`src/rtl/seg7_pkg.sv`:
```
// Shared constants and types for the multiplexed 7-segment display scan controller.
package seg7_pkg;

  localparam logic [7:0] SEG_OFF    = 8'hFF;
  localparam logic [6:0] SEG_BLANK7 = 7'h7F;

  typedef enum logic {
    ST_DEAD,
    ST_SHOW
  } scan_state_t;

endpackage

```
`src/rtl/SEG7_LUT.sv`:
```
// Hex nibble to active-low 7-segment pattern (bit order g..a), common-anode display.
module SEG7_LUT (
  input  logic [3:0] iDIG,
  output logic [6:0] oSEG
);

  always_comb begin
    unique case (iDIG)
      4'h0: oSEG = 7'h40;
      4'h1: oSEG = 7'h79;
      4'h2: oSEG = 7'h24;
      4'h3: oSEG = 7'h30;
      4'h4: oSEG = 7'h19;
      4'h5: oSEG = 7'h12;
      4'h6: oSEG = 7'h02;
      4'h7: oSEG = 7'h78;
      4'h8: oSEG = 7'h00;
      4'h9: oSEG = 7'h10;
      4'hA: oSEG = 7'h08;
      4'hB: oSEG = 7'h03;
      4'hC: oSEG = 7'h46;
      4'hD: oSEG = 7'h21;
      4'hE: oSEG = 7'h06;
      4'hF: oSEG = 7'h0E;
    endcase
  end

endmodule

```
`src/rtl/seg7_scan_ctrl.sv`:
```
// Time-multiplexed scan controller for a common-anode multi-digit 7-segment display.
// New values wait in a shadow register and are moved to the display only at frame end.
module seg7_scan_ctrl
  import seg7_pkg::*;
#(
  parameter int NUM_DIG  = 8,
  parameter int PRESCALE = 50000,
  parameter int IDX_W    = $clog2(NUM_DIG)
) (
  input  logic                   iCLK,
  input  logic                   iRST,
  input  logic [4*NUM_DIG-1:0]   iVALUE,
  input  logic [NUM_DIG-1:0]     iDP,
  input  logic                   iLZB,
  input  logic                   iLOAD,
  output logic                   oACK,
  output logic                   oFRAME,
  output logic [7:0]             oSEG,
  output logic [NUM_DIG-1:0]     oAN
);

  localparam int CNT_W = (PRESCALE > 1) ? $clog2(PRESCALE) : 1;
  localparam int VAL_W = 4 * NUM_DIG;

  logic [CNT_W-1:0]   cnt_q, cnt_d;
  scan_state_t        state_q, state_d;
  logic [IDX_W-1:0]   idx_q, idx_d;
  logic [VAL_W-1:0]   shadow_q, shadow_d;
  logic [NUM_DIG-1:0] dp_shadow_q, dp_shadow_d;
  logic [VAL_W-1:0]   disp_q, disp_d;
  logic [NUM_DIG-1:0] dp_disp_q, dp_disp_d;
  logic               pending_q, pending_d;
  logic [7:0]         seg_q, seg_d;
  logic [NUM_DIG-1:0] an_q, an_d;
  logic               ack_q, ack_d;
  logic               frame_q, frame_d;

  logic               tick;
  logic               last_dig;
  logic               xfer;
  logic [NUM_DIG-1:0] nz_suffix;
  logic               blank_cur;
  logic [3:0]         nibble_cur;
  logic [6:0]         lut_seg;

  assign tick       = (cnt_q == CNT_W'(PRESCALE - 1));
  assign last_dig   = (idx_q == IDX_W'(NUM_DIG - 1));
  assign xfer       = (state_q == ST_SHOW) && tick && last_dig;
  assign nibble_cur = disp_q[4*int'(idx_q) +: 4];

  // nz_suffix[k] is set when any nibble from k up to the most significant is non-zero.
  always_comb begin
    nz_suffix = '0;
    nz_suffix[NUM_DIG-1] = |disp_q[VAL_W-1 -: 4];
    for (int k = NUM_DIG - 2; k >= 0; k--) begin
      nz_suffix[k] = nz_suffix[k+1] | (|disp_q[4*k +: 4]);
    end
  end

  assign blank_cur = iLZB && (idx_q != '0) && !nz_suffix[idx_q];

  SEG7_LUT u_lut (
    .iDIG (nibble_cur),
    .oSEG (lut_seg)
  );

  // NOTE: every register gets a default in this block, so no latch is inferred.
  always_comb begin
    cnt_d       = tick ? '0 : cnt_q + CNT_W'(1);
    state_d     = state_q;
    idx_d       = idx_q;
    shadow_d    = shadow_q;
    dp_shadow_d = dp_shadow_q;
    disp_d      = disp_q;
    dp_disp_d   = dp_disp_q;
    pending_d   = pending_q;
    ack_d       = iLOAD;
    frame_d     = xfer;

    unique case (state_q)
      ST_DEAD: state_d = ST_SHOW;
      ST_SHOW: begin
        if (tick) begin
          state_d = ST_DEAD;
          idx_d   = last_dig ? '0 : idx_q + IDX_W'(1);
        end
      end
    endcase

    // The transfer reads the old shadow, so a load in the same cycle waits a frame.
    if (xfer) begin
      pending_d = 1'b0;
      if (pending_q) begin
        disp_d    = shadow_q;
        dp_disp_d = dp_shadow_q;
      end
    end
    if (iLOAD) begin
      shadow_d    = iVALUE;
      dp_shadow_d = iDP;
      pending_d   = 1'b1;
    end

    // Outputs are decoded from the next state so the anode and segment flops switch together.
    if (state_d == ST_SHOW) begin
      an_d  = ~(NUM_DIG'(1) << idx_q);
      seg_d = {~dp_disp_q[idx_q], blank_cur ? SEG_BLANK7 : lut_seg};
    end else begin
      an_d  = '1;
      seg_d = SEG_OFF;
    end
  end

  // NOTE: sequential state uses non-blocking assignments only.
  always_ff @(posedge iCLK) begin
    if (iRST) begin
      cnt_q       <= '0;
      state_q     <= ST_DEAD;
      idx_q       <= '0;
      shadow_q    <= '0;
      dp_shadow_q <= '0;
      disp_q      <= '0;
      dp_disp_q   <= '0;
      pending_q   <= 1'b0;
      seg_q       <= SEG_OFF;
      an_q        <= '1;
      ack_q       <= 1'b0;
      frame_q     <= 1'b0;
    end else begin
      cnt_q       <= cnt_d;
      state_q     <= state_d;
      idx_q       <= idx_d;
      shadow_q    <= shadow_d;
      dp_shadow_q <= dp_shadow_d;
      disp_q      <= disp_d;
      dp_disp_q   <= dp_disp_d;
      pending_q   <= pending_d;
      seg_q       <= seg_d;
      an_q        <= an_d;
      ack_q       <= ack_d;
      frame_q     <= frame_d;
    end
  end

  assign oSEG   = seg_q;
  assign oAN    = an_q;
  assign oACK   = ack_q;
  assign oFRAME = frame_q;

endmodule

```
`config.mk`:
```
export PLATFORM = sky130hd
export DESIGN_NAME = seg7_scan_ctrl
export DESIGN_NICKNAME = d
export VERILOG_FILES = /design/src/rtl/seg7_pkg.sv /design/src/rtl/SEG7_LUT.sv /design/src/rtl/seg7_scan_ctrl.sv
export SDC_FILE = /design/constraint.sdc
export NUM_CORES = 1
export LEC_CHECK = 0
export BUFFER_PORTS_ARGS = -buffer_cell sky130_fd_sc_hd__buf_2
export CORE_MARGIN = 2
export CORE_UTILIZATION = 52
export CTS_CLUSTER_SIZE = 24
export DETAILED_ROUTE_END_ITERATION = 8
export PLACE_DENSITY = 0.74
export SLEW_MARGIN = 20
export SYNTH_ARGS = -nofsm -noshare
export SYNTH_HDL_FRONTEND = slang
export SYNTH_HIERARCHICAL = 1
export SYNTH_SLANG_ARGS = --single-unit
```
`constraint.sdc`:
```
create_clock -name iCLK -period 3.3 [get_ports iCLK]
set_clock_uncertainty 0.2 [all_clocks]
set_input_delay 0 -clock iCLK [delete_from_list [all_inputs] [get_ports iCLK]]
set_output_delay 0 -clock iCLK [all_outputs]
set_load 0.01 [all_outputs]
```
# ---- After elaboration in Yosys (flattened, before gate mapping)
# Memories as Yosys holds them, arrays and structs flattened. A register that Yosys moved wholly into a read port is not among the register bits.
# Index checks and enable logic that the tools add are counted.
dict set report totals {
  register_bits 112
  latchBits 0
  ram_bits 0
  mem_bits_ro 112
  in_bits 44
  mem_count 1
}
# name words word_bits read_ports rd_ports_with_merged_regs wr line_no
set memory_table {}
lappend memory_table {{(no name shown)} 16 7 1 1 0 SEG7_LUT.sv:8} ;# unique case (iDIG)
dict set report classes {
  addsub 2
  multipliers 0
  n_div 0
  order_cmp 1
  n_eq_ne 2
  n_shift 2
  mux 9
  bitwise_logic 11
  reduce_logical 20
}
# op count
set op_table {}
lappend op_table {{$reduce_or 4->1} 8}
lappend op_table {{$shiftx 32x6->4} 1}
lappend op_table {{$add 16x1->16 const B} 1}
lappend op_table {{$eq 16x16->1 const B} 1}
lappend op_table {{$not 8->8} 1}
lappend op_table {{$shl 1x3->8 const A} 1}
lappend op_table {{$or 1x1->1} 7}
lappend op_table {{$bmux 1 s3} 2}
lappend op_table {{$mux 1} 5}
lappend op_table {{$logic_and 1x1->1} 4}
lappend op_table {{$lt 3x4->1 const B} 1}
lappend op_table {{$reduce_and 2->1} 2}
lappend op_table {{$reduce_or 2->1} 2}
lappend op_table {{$add 3x1->3 const B} 1}
lappend op_table {{$eq 3x3->1 const B} 1}
lappend op_table {{$mux 3} 1}
lappend op_table {{$not 1->1} 3}
lappend op_table {{$reduce_bool 3->1} 1}
lappend op_table {{$reduce_or 3->1} 1}
lappend op_table {{$pmux 1 s2} 1}
lappend op_table {{$reduce_bool 2->1} 1}
lappend op_table {{$logic_not 1->1} 1}

# ---- Depth between registers and ports, before layout
dict set report logic_depth {
  depth_word 13
  mapped_depth 12
  ltp_nobuf 10
}

# ---- Cells and area by module
# The synthesis kept the hierarchy.
# mod instances cells_each area_per_inst_um2 seq_area_each_um2
set modules_own_cells {}
lappend modules_own_cells {seg7_scan_ctrl 1 523 4860.9 2382.3}
lappend modules_own_cells {SEG7_LUT 1 32 275.3 0.0}

# ---- Worst setup path after synthesis
# No wires, ideal clock.
dict set report synth_path {
  path_kind {register to register}
  start {register idx_q[0]}
  end {register seg_q[0], in the netlist oSEG[0]}
  setup_ns 0.079
  arrival_time_ns 2.872
  t_required_ns 3.021
  path_slack_ns 0.148
  path_stages_with_launch 13
  synth_period_minus_slack_ns 3.152
  cell_sequence {dfxtp_1 -> clkbuf_1 -> buf_1 -> mux4_2 -> nand2_1 -> nand2_1 -> inv_1 -> ha_1 -> and2b_2 -> or3b_1 -> o21ai_0 -> inv_1 -> o211ai_1}
}
dict set report synth_between {
  elab_cells_between_ends 8
}
# item line_no
set synth_rtl {}
lappend synth_rtl {{start, declared} seg7_scan_ctrl.sv:27} ;# logic [IDX_W-1:0] idx_q, idx_d;
lappend synth_rtl {{start signal, assigned} seg7_scan_ctrl.sv:132} ;# idx_q <= idx_d;
lappend synth_rtl {{$shiftx 32x6->4} seg7_scan_ctrl.sv:49} ;# assign nibble_cur = disp_q[4*int'(idx_q) +: 4];
lappend synth_rtl {{named net nibble_cur[1]} seg7_scan_ctrl.sv:43} ;# logic [3:0] nibble_cur;
lappend synth_rtl {{end, declared} seg7_scan_ctrl.sv:33} ;# logic [7:0] seg_q, seg_d;
# The timed path passes the listed nets, and every way through them passes these cells. The select of a mux whose other input is x is not followed.
# A chain may end at the register's enable or synchronous reset.

# ---- Final worst setup path
# Same ends and word-level chain as after synthesis.

==> results.cfg <==
[status]
status = finished clean

[timing]
finalSetupViolations = 0
fmax_mhz = 331
slew_viol_final = 0
grt_setup_unrepaired = no
slew_headroom = 0.516
post-route-period-util = 0.914
whs_ps = 153
period_needed_ps = 3020
setup_ws_ps = 282
finalHoldViolCount = 0
final.setup.tns_ps = 0
worstMarginPinSlew_ps = 726

[floorplan]
die-area_mm2 = 0.0107
std_cell_rows = 36
floorplan.initialDensity = 0.530
die_w_um = 103
core_area_mm2 = 0.00968
ios = 62
die_y_um = 103

[logic_synthesis]
synth_cell_types = 44
yosys.area.top_type_share = 0.464
synth_nets = 613
synth_area_mm2 = 0.00514
yosys.area.top_type = dfxtp_1
synth.avg_cell_area_um2 = 9.25
synth_area_leaders = dfxtp_1 46%, mux2i_1 8.6%, nand4_1 5.4%, a21oi_1 4.9%, nor2_1 4.5%
syn_inst = 555
ys_seq_elements = 119
yosysWarnings = 6
ys_seq_area_frac = 0.464

[worst_setup_path]
cp.required_ps = 3550
critPathMaxStageDelay_ps = 710
crit_type = reg2reg
crit_fanout = 13
startpoint_type = flip-flop
path_cells = mux4_2 > nand2_1 > nand2_1 > inv_1 > ha_1 > and2b_2 > or3b_1 > o21ai_0 > inv_1 > o211ai_1
cpMaxStageDelayCell = dfxtp_1
worst-endpoint-arrival_ps = 3260
end_kind = flip-flop

[cts]
cts_htree_levels = 4
tritoncts = done
clkTransAtPathRegs_ps = 60
root_buffer = clkbuf_8
holdBufCountCts = 82
clkLatencyLatePin_ps = 530
post-cts-setup-buffers = 0
cts_inserted_buffers = 17
cts_resized = 0
clockBufferDepth = 2
clock-sinks = 119

[place]
place_ws_ps = 313
postPlaceCellArea_mm2 = 0.00549
io_buffers = 61
hpwl_um = 7430
dp.cells = 709
routabilityCongestion = 0.874

[routing]
vias = 4613
routed_via_density = 5.60
drc = 0
antenna_left = 0
routed_wl_um = 12800
drt-initial-drc-count = 212
first_pass_iters = 5
wire_per_inst_um = 15.5

[grt]
antenna_found_initial = 0
globalRouteOverflowTotal = 0
grt_pass1_wl_um = 21100
grt_pass1_vias = 4377
gr-usage-all-layers = 0.254
grt_max_degree = 58

[hold_path]
hp-class = in2reg

[layout]
area_growth_pct = 34.7
diodes = 0
fin_cells = 824
drive_gt1_frac = 0.174
stdcell_area_mm2 = 0.00692
final_nets = 736
final_common_cell = dfxtp_1
mostFrequentLayoutCells = 119 x dfxtp_1, 83 x dlygate4sd3_1, 62 x nor2_1
fin_util = 0.715

[power]
vdd_drop_max_uv = 366
p_per_area_mw_per_mm2 = 510
leakage_nw = 2.78
power_mw = 3.53

[job]
max_cap_viol_count = 0
sequential cells by signal (all words and copies together), names as in the netlist:
signal and cells:
oFRAME 1, cnt_q 16, idx_q 3, dp_shadow_q 8
disp_q 32, pending_q 1, oAN 8, shadow_q 32
oSEG 8, state_q 1, oACK 1, dp_disp_q 8
worst max-delay path, delay by kind of cell, from the launching register on:
| kind | cells | cell delay [ps] |
|---|---|---|
| simple gates | 4 | 830 |
| flops | 1 | 710 |
| mux | 1 | 590 |
| buf+inv | 2 | 250 |
| fa+ha+maj | 1 | 220 |
| compound gates | 2 | 150 |
Yosys cell counts, drive strengths merged:
cell and n:
a211o 1, a21oi 50, a22o 2, a32o 1, and2 1, and2b 1
and3 3, and4 2, buf 10, clkbuf 39, dfxtp 119, ha 14
inv 17, mux2 1, mux2i 44, mux4 11, nand2 28, nand2b 1
nand3 11, nand4 44, nand4b 1, nor2 62, nor3 4, nor3b 1
nor4 8, o2111ai 1, o211ai 7, o21a 1, o21ai 46, o311a 1
o41ai 1, or2 2, or3 3, or3b 1, or4 2, or4b 1
or4bb 1, xnor2 5, xor2 7
area by class of cell:
cell class	count	area (µm²)
Fill cell	711	2760
Multi-Input combinational cell	370	2500
Sequential cell	119	2380
Timing Repair Buffer	153	1220
Clock buffer	21	469
Tap cell	133	166
Clock inverter	11	121
Inverter	17	63.8
power by group:
part           leakage [nW]  switching, mW  internal (mW)  total (mW)
Sequential            0.971         0.0231           1.48        1.50
Combinational          1.53         0.0929          0.127       0.220
Clock                 0.278          0.660           1.15        1.81
kinds of logic after synthesis:
kind of cell    Yosys count  share of synthesized area
simple gates            177                      0.177
flops                   119                      0.464
compound gates          111                      0.118
buf+inv                  66                     0.0504
mux                      56                      0.137
fa+ha+maj                14                     0.0341
xor+xnor                 12                     0.0205
routing by layer:
metal | track usage | wire length (µm)
met1 | 0.321 | 5400
met2 | 0.421 | 6430
met4 | 0.105 | 273
met5 | 0 | 0
met3 | 0.0571 | 707
final timing paths:
| check | from | to | slack (ps) | depth (start not counted) |
|---|---|---|---|---|
| hold / removal | iRST | state_q$_SDFF_PP0_ | 150 | 3 |
| setup reg to reg | idx_q[0]$_SDFFE_PP0P_ | oSEG[0]$_SDFF_PP1_ | 280 | 10 |
| setup / recovery | idx_q[0]$_SDFFE_PP0P_ | oSEG[0]$_SDFF_PP1_ | 280 | 10 |
| hold reg to reg | dp_disp_q[7]$_SDFFE_PP0P_ | dp_disp_q[7]$_SDFFE_PP0P_ | 270 | 2 |
No activity file was read; power rests on OpenSTA's default activity.
